File: config.mk
export PLATFORM = sky130hd
export DESIGN_NAME = piso_serializer
export DESIGN_NICKNAME = d
export VERILOG_FILES = /design/src/rtl/piso_serializer_pkg.sv /design/src/rtl/piso_bit_cnt.sv /design/src/rtl/piso_serializer.sv
export SDC_FILE = /design/constraint.sdc
export NUM_CORES = 1
export LEC_CHECK = 0
export CORE_ASPECT_RATIO = 1.75
export CORE_UTILIZATION = 51
export DETAILED_ROUTE_END_ITERATION = 12
export PLACE_DENSITY = 0.86
export SKIP_LAST_GASP = 1
export SYNTH_ARGS = -nofsm -noshare
export SYNTH_HDL_FRONTEND = slang
export SYNTH_SLANG_ARGS = --single-unit
File: constraint.sdc
create_clock -name clk -period 1.6 [get_ports clk]
set_input_delay 0.24 -clock clk [delete_from_list [all_inputs] [get_ports clk]]
set_output_delay 0.24 -clock clk [all_outputs]
set_load 0.02 [all_outputs]
File: src/rtl/piso_serializer_pkg.sv
// Shared types for the PISO serializer: FSM state encoding and counter sizing.
package piso_pkg;

  typedef enum logic [1:0] {
    IDLE   = 2'd0,
    SHIFT  = 2'd1,
    PARITY = 2'd2
  } piso_state_e;

  // Counter must be able to hold DATA_WIDTH itself so it never wraps in a frame.
  function automatic int unsigned cnt_width(input int unsigned data_width);
    return $clog2(data_width + 1);
  endfunction

endpackage

File: src/rtl/piso_bit_cnt.sv
// Enable-gated bit counter with synchronous clear and terminal-count flag.
module piso_bit_cnt #(
  parameter int unsigned WIDTH = 6,
  parameter int unsigned LAST  = 31
) (
  input  logic clk,
  input  logic rst,
  input  logic clr_i,
  input  logic en_i,
  output logic tc_o
);

  logic [WIDTH-1:0] cnt_q, cnt_d;

  always_comb begin
    cnt_d = cnt_q;
    if (clr_i) begin
      cnt_d = '0;
    end else if (en_i) begin
      cnt_d = cnt_q + WIDTH'(1);
    end
  end

  always_ff @(posedge clk) begin
    if (rst) begin
      cnt_q <= '0;
    end else begin
      cnt_q <= cnt_d;
    end
  end

  assign tc_o = (cnt_q == WIDTH'(LAST));

endmodule

File: src/rtl/piso_serializer.sv
// Parallel-in serial-out serializer with valid/ready load and serial links.
// Define PISO_SERIALIZER_PARITY_EN to append an even-parity bit to every frame.
module piso_serializer
  import piso_pkg::*;
#(
  parameter bit          SHIFT_LEFT = 1'b1,
  parameter int unsigned DATA_WIDTH = 32
) (
  input  logic                  clk,
  input  logic                  rst,
  input  logic [DATA_WIDTH-1:0] par_in,
  input  logic                  load_valid,
  output logic                  load_ready,
  output logic                  serial_out,
  output logic                  serial_valid,
  input  logic                  serial_ready,
  output logic                  busy,
  output logic                  done
);

  localparam int unsigned CNT_W = cnt_width(DATA_WIDTH);

  piso_state_e           state_q, state_d;
  logic [DATA_WIDTH-1:0] shreg_q, shreg_d;
  logic                  load_ready_q;
  logic                  done_q;
  logic                  ld, cnt_en, last_acc, cnt_tc;
`ifdef PISO_SERIALIZER_PARITY_EN
  logic                  parity_q, parity_d;
`endif

  piso_bit_cnt #(
    .WIDTH (CNT_W),
    .LAST  (DATA_WIDTH - 1)
  ) u_bit_cnt (
    .clk   (clk),
    .rst   (rst),
    .clr_i (ld),
    .en_i  (cnt_en),
    .tc_o  (cnt_tc)
  );

  always_comb begin
    state_d  = state_q;
    shreg_d  = shreg_q;
    ld       = 1'b0;
    cnt_en   = 1'b0;
    last_acc = 1'b0;
`ifdef PISO_SERIALIZER_PARITY_EN
    parity_d = parity_q;
`endif
    case (state_q)
      IDLE: begin
        if (load_valid && load_ready_q) begin
          ld      = 1'b1;
          shreg_d = par_in;
          state_d = SHIFT;
`ifdef PISO_SERIALIZER_PARITY_EN
          parity_d = ^par_in;
`endif
        end
      end
      SHIFT: begin
        if (serial_ready) begin
          cnt_en  = 1'b1;
          shreg_d = SHIFT_LEFT ? {shreg_q[DATA_WIDTH-2:0], 1'b0}
                               : {1'b0, shreg_q[DATA_WIDTH-1:1]};
          if (cnt_tc) begin
`ifdef PISO_SERIALIZER_PARITY_EN
            state_d = PARITY;
`else
            state_d  = IDLE;
            last_acc = 1'b1;
`endif
          end
        end
      end
`ifdef PISO_SERIALIZER_PARITY_EN
      PARITY: begin
        if (serial_ready) begin
          state_d  = IDLE;
          last_acc = 1'b1;
        end
      end
`endif
      default: state_d = IDLE;
    endcase
  end

  // load_ready is registered from the next state so it stays low while rst is held.
  always_ff @(posedge clk) begin
    if (rst) begin
      state_q      <= IDLE;
      shreg_q      <= '0;
      load_ready_q <= 1'b0;
      done_q       <= 1'b0;
    end else begin
      state_q      <= state_d;
      shreg_q      <= shreg_d;
      load_ready_q <= (state_d == IDLE);
      done_q       <= last_acc;
    end
  end

`ifdef PISO_SERIALIZER_PARITY_EN
  always_ff @(posedge clk) begin
    if (rst) begin
      parity_q <= 1'b0;
    end else begin
      parity_q <= parity_d;
    end
  end
`endif

  always_comb begin
    serial_out = 1'b0;
    case (state_q)
      SHIFT:   serial_out = SHIFT_LEFT ? shreg_q[DATA_WIDTH-1] : shreg_q[0];
`ifdef PISO_SERIALIZER_PARITY_EN
      PARITY:  serial_out = parity_q;
`endif
      default: serial_out = 1'b0;
    endcase
  end

  assign serial_valid = (state_q != IDLE);
  assign busy         = (state_q != IDLE);
  assign load_ready   = load_ready_q;
  assign done         = done_q;

endmodule

# Yosys cells after proc, flatten, opt, wreduce, memory -nomap -nowiden
# Cells that the tools add are included.
totals:
  reg_bits: 42
  inputBits: 36
  output_inout_bits: 5
classes:
  n_eq_ne: 4
  add_sub_neg: 1
  n_reduce_logical: 8
  bitwise: 2
  n_mux: 13
op_table:
  columns: ["op", "count"]
  rows:
  - ["2-to-1 mux 32 bit", 2]
  - ["one-hot mux 32 bit (2 select lines)", 1]
  - ["adder 6 x 1 -> 6 bit, second input constant", 1]
  - ["equality test 6 x 5 -> 1 bit, second input constant", 1]
  - ["2-to-1 mux 1 bit", 6]
  - ["2-to-1 mux 2 bit", 3]
  - ["logical NOT 2 bit", 2]
  - ["inequality test 2 bit, second input constant", 2]
  - ["one-hot mux 2 bit (2 select lines)", 1]
  - ["nonzero test 2 bit", 2]
  - ["AND reduction 3 bit", 1]
  - ["OR reduction 3 bit", 1]
  - ["equality test 2 x 1 -> 1 bit, second input constant", 1]
  - ["inverter 1 bit", 2]
  - ["OR reduction 2 bit", 1]
  - ["logical AND 1 bit", 1]

# Logic depth before layout (Yosys ltp)
logic_depth:
  ltp_word: 5
  mapped_depth: 6
  depth_no_buf: 4

# Modules after synthesis
# Synthesis repeated with hierarchy kept, for this count alone.
unflattened:
  hier_cells: 231
  area_unflattened_um2: 2255.9
modules_own_cells:
  columns: ["module", "n_inst", "seq_area_each_um2", "cells_each", "area_per_inst_um2"]
  rows:
  - ["piso_serializer", 1, 720.7, 203, 1996.9]
  - ["piso_bit_cnt", 1, 120.1, 28, 259.0]

# Least setup slack after synthesis
# OpenSTA, ideal clock, no wires.
synth_timing:
  path_type: "register to output"
  start: "register state_q[0]"
  end: "output port serial_valid"
  required_time_ns: 1.360
  slack_ns: 0.000
  path_stages_with_launch: 5
  arrival_time_ns: 1.360
  path_cell_list: "dfxtp_1 buf_2 buf_1 or2_1 buf_4"
synth_via:
  elab_chain_len: 1
synth_lines:
  columns: ["item", "line", "text"]
  rows:
  - ["from (decl)", "piso_serializer.sv:23", "piso_state_e state_q, state_d;"]
  - ["from (signal assigned)", "piso_serializer.sv:98", "state_q <= state_d;"]
  - ["nonzero test 2 bit", null, null]
  - ["to (decl)", "piso_serializer.sv:15", "output logic serial_valid,"]
# Every way passes these cells.

# Worst setup path in the final report
layout_timing:
  start: "register load_ready_q, in the netlist load_ready"
  end: "output port load_ready"
layout_rtl:
  columns: ["item", "line", "text"]
  rows:
  - ["from (decl)", "piso_serializer.sv:25", "logic load_ready_q;"]
  - ["from (signal assigned)", "piso_serializer.sv:100", "load_ready_q <= (state_d == IDLE);"]
  - ["to (decl)", "piso_serializer.sv:13", "output logic load_ready,"]
# No word-level cell between the ends.

==> flow_summary.toml <==
[run_status]
outcome = "finished, final reports clean"

[global_routing]
overflow = 0
antenna_found_initial = 0
grt_pass1_wl_um = 7240
grt_start_max_net_pins = 32
grt_pass1_vias = 1624
grt_util_all_layers_pct = 21.9

[timing]
fin_crit_ns = 1.51
worst_slew_pin_slew_ns = 0.530
rsz0062_at_grt = "false"
fin_setup_tns_ns = 0
final-hold-violation-count = 0
max_freq_mhz = 660
setup-violations-final = 0
min_period_over_period_pct = 94.7
slew_violations = 0
max_slew_margin_pct = 64.7
finClkSkew_ns = 0.00340
holdWs_ns = 0.282

[detailed_routing]
wl_um = 4300
drcViolationCount = 0
viasPerCell = 5.77
wl_per_cell_um = 15.0
ant_nets = 0
initialDrtViolationCount = 24
routed-via-count = 1657
dr.pass1.iters = 4

[finish]
nNetsFinal = 276
fin_util_pct = 68.1
area_growth_pct = 27.3
drive_gt1_share_pct = 23.0
post-route-cell-area_um2 = 2630
antenna_cells = 0

[setup_path]
critPathBufInv = 1
cp_top_family = "buffers and inverters"
path_cells = "clkdlybuf4s50_1"
r2r-start = "state_q[0]$_SDFF_PP0_"
required_ns = 1.36
crit_slowest_cell = "clkdlybuf4s50_1"
path_class = "flop to primary output"
setup.worst_path.start = "load_ready$_SDFF_PP0_"
critPathArrivalTime_ns = 1.27
max_stage_delay_ns = 0.62
start_kind = "flop"
crit_path_end_kind = "primary output"
path_max_fanout = 3

[pwr]
powerDensity_nw_per_um2 = 816
power_mw = 2.15
p_leak_nw = 0.855
ir_drop_v = 0.000799

[clock_tree]
cts_hold_buf = 0
cts_root_buffer = "clkbuf_8"
clk_latency_ns = 0.29
numCtsBuffers = 5
cts_tree = "built"
htreeDepth = 2
postCtsSetupBuffers = 0
cts_sinks = 42
clk_path_buf_depth = 2
clkTransAtPathRegs_ns = 0.07
ctsResizeCount = 3

[synthesis]
yosysWarnings = 0
ys_seq_elements = 42
syn_area_per_cell_um2 = 10.4
yosysTopAreaCell = "dfxtp_1"
syn_inst = 199
syn-cell-area_um2 = 2070
synth_top_area_share_pct = 40.7
synthTopCellsByArea = "dfxtp_1 41%, a211oi_2 18%, mux2i_1 15%"
ys_seq_area_share_pct = 40.7
synth_fp_nets = 236
synth_cell_types = 33

[die]
die_h_um = 86.2
ios = 41
rows = 30
core_um2 = 3870
die_w_um = 50.1
start_util_pct = 53.5
dieArea_um2 = 4320

[placement]
io_buffers = 40
dp_hpwl_um = 3000
gp_congestion = 0.779
place_area_um2 = 2560

[min_path]
holdCritStartpoint = "rst"
hold_path_class = "input pin to flop"

[job]
drv_cap = 0
-- kinds of logic (layout without fill, tap and decap cells) --
family / count (synthesis) / count (layout) / share of synthesized area, %
AO/OA/AOI/OAI: 42 / 42 / 21.8
XOR/XNOR: 1 / 1 / 0.424
flip-flops: 42 / 42 / 40.7
AND/OR/NAND/NOR: 55 / 55 / 14.6
adder cells (fa/ha/maj): 1 / 1 / 0.605
other: 1 / 1 / 0.181
buffers and inverters: 25 / 65 / 6.17
multiplexers: 32 / 32 / 15.5
-- cells in the final DEF (no fill, tap or decap), types with 2 or more instances in the layout --
cell              n
a21oi_1           4
or4_1             2
o31ai_1           2
buf_4            13
o21ai_0           2
dfxtp_1          41
clkbuf_1          2
nor2_1            3
or2_1             3
dlygate4sd2_1     3
nor3_1           32
mux2i_1          32
clkdlybuf4s50_1  36
nand2_1           3
inv_1             3
a211oi_2         30
buf_12            2
or3_1             3
clkbuf_8          5
-- Yosys cell counts --
library cell and count:
buf_6 3, nor2_1 3, nor4bb_1 1, o21ai_0 2
mux2i_1 32, ha_1 1, a31oi_1 1, a211oi_1 1
o32ai_1 1, nand2b_1 1, buf_4 1, conb_1 1
clkbuf_1 11, a211oi_2 30, a21oi_1 4, and3b_1 1
o31ai_1 2, and3_1 1, dfxtp_1 42, nand4b_1 1
buf_2 6, or2_1 4, nand3_1 1, o2bb2ai_1 1
buf_1 1, nand3b_1 1, nor3_1 32, xnor2_1 1
or3_1 3, inv_1 3, or3b_2 1, or4_1 2
nand2_1 3
-- metrics by stage --
| step | setup slack [ns] | instances |
|---|---|---|
| 3_3_place_gp | -0.0639 | 280 |
| 4_1_cts | 0.0808 | 287 |
| 2_1_floorplan | 0.000308 | 199 |
| 6_report | 0.0854 | 287 |
| 5_1_grt | 0.0447 | 287 |
| 3_5_place_dp | -0.104 | 280 |
-- state kept, by name, summed over array words and instances, names as in the netlist --
| register | cells |
|---|---|
| done | 1 |
| u_bit_cnt.cnt_q | 6 |
| shreg_q | 32 |
| state_q | 2 |
| load_ready | 1 |
-- metal layers --
| metal | up-vias | GRT usage [%] | routed length, um |
|---|---|---|---|
| li1 | 820 | - | - |
| met2 | 48 | 36.1 | 2120 |
| met4 | 0 | 12.2 | 117 |
| met5 | - | 0 | 0 |
| met1 | 779 | 25.8 | 1880 |
| met3 | 10 | 4.56 | 190 |
-- path summary, 6_finish.rpt --
kind,endpoint,slack [ns],cells past startpoint
hold reg to reg,u_bit_cnt.cnt_q[5]$_SDFFE_PP0P_,0.49,2
setup / recovery,load_ready,0.09,1
setup reg to reg,shreg_q[11]$_SDFFE_PP0P_,0.13,3
hold / removal,shreg_q[26]$_SDFFE_PP0P_,0.28,2
-- cell type report --
| type | count | area [um^2] |
|---|---|---|
| repair buffers | 55 | 529 |
| fillers | 304 | 1230 |
| inverters | 3 | 11.3 |
| well taps | 48 | 60.1 |
| multi-input cells | 132 | 1110 |
| flip-flops and latches | 42 | 842 |
| clock buffers | 7 | 76.3 |
-- power breakdown --
group	internal (mW)	switching, mW	leakage (nW)	total, mW
clock	0.300	0.327	0.0383	0.627
combinational	0.210	0.177	0.473	0.387
sequential	1.10	0.0325	0.343	1.13
No activity file was read; power rests on OpenSTA's default activity.
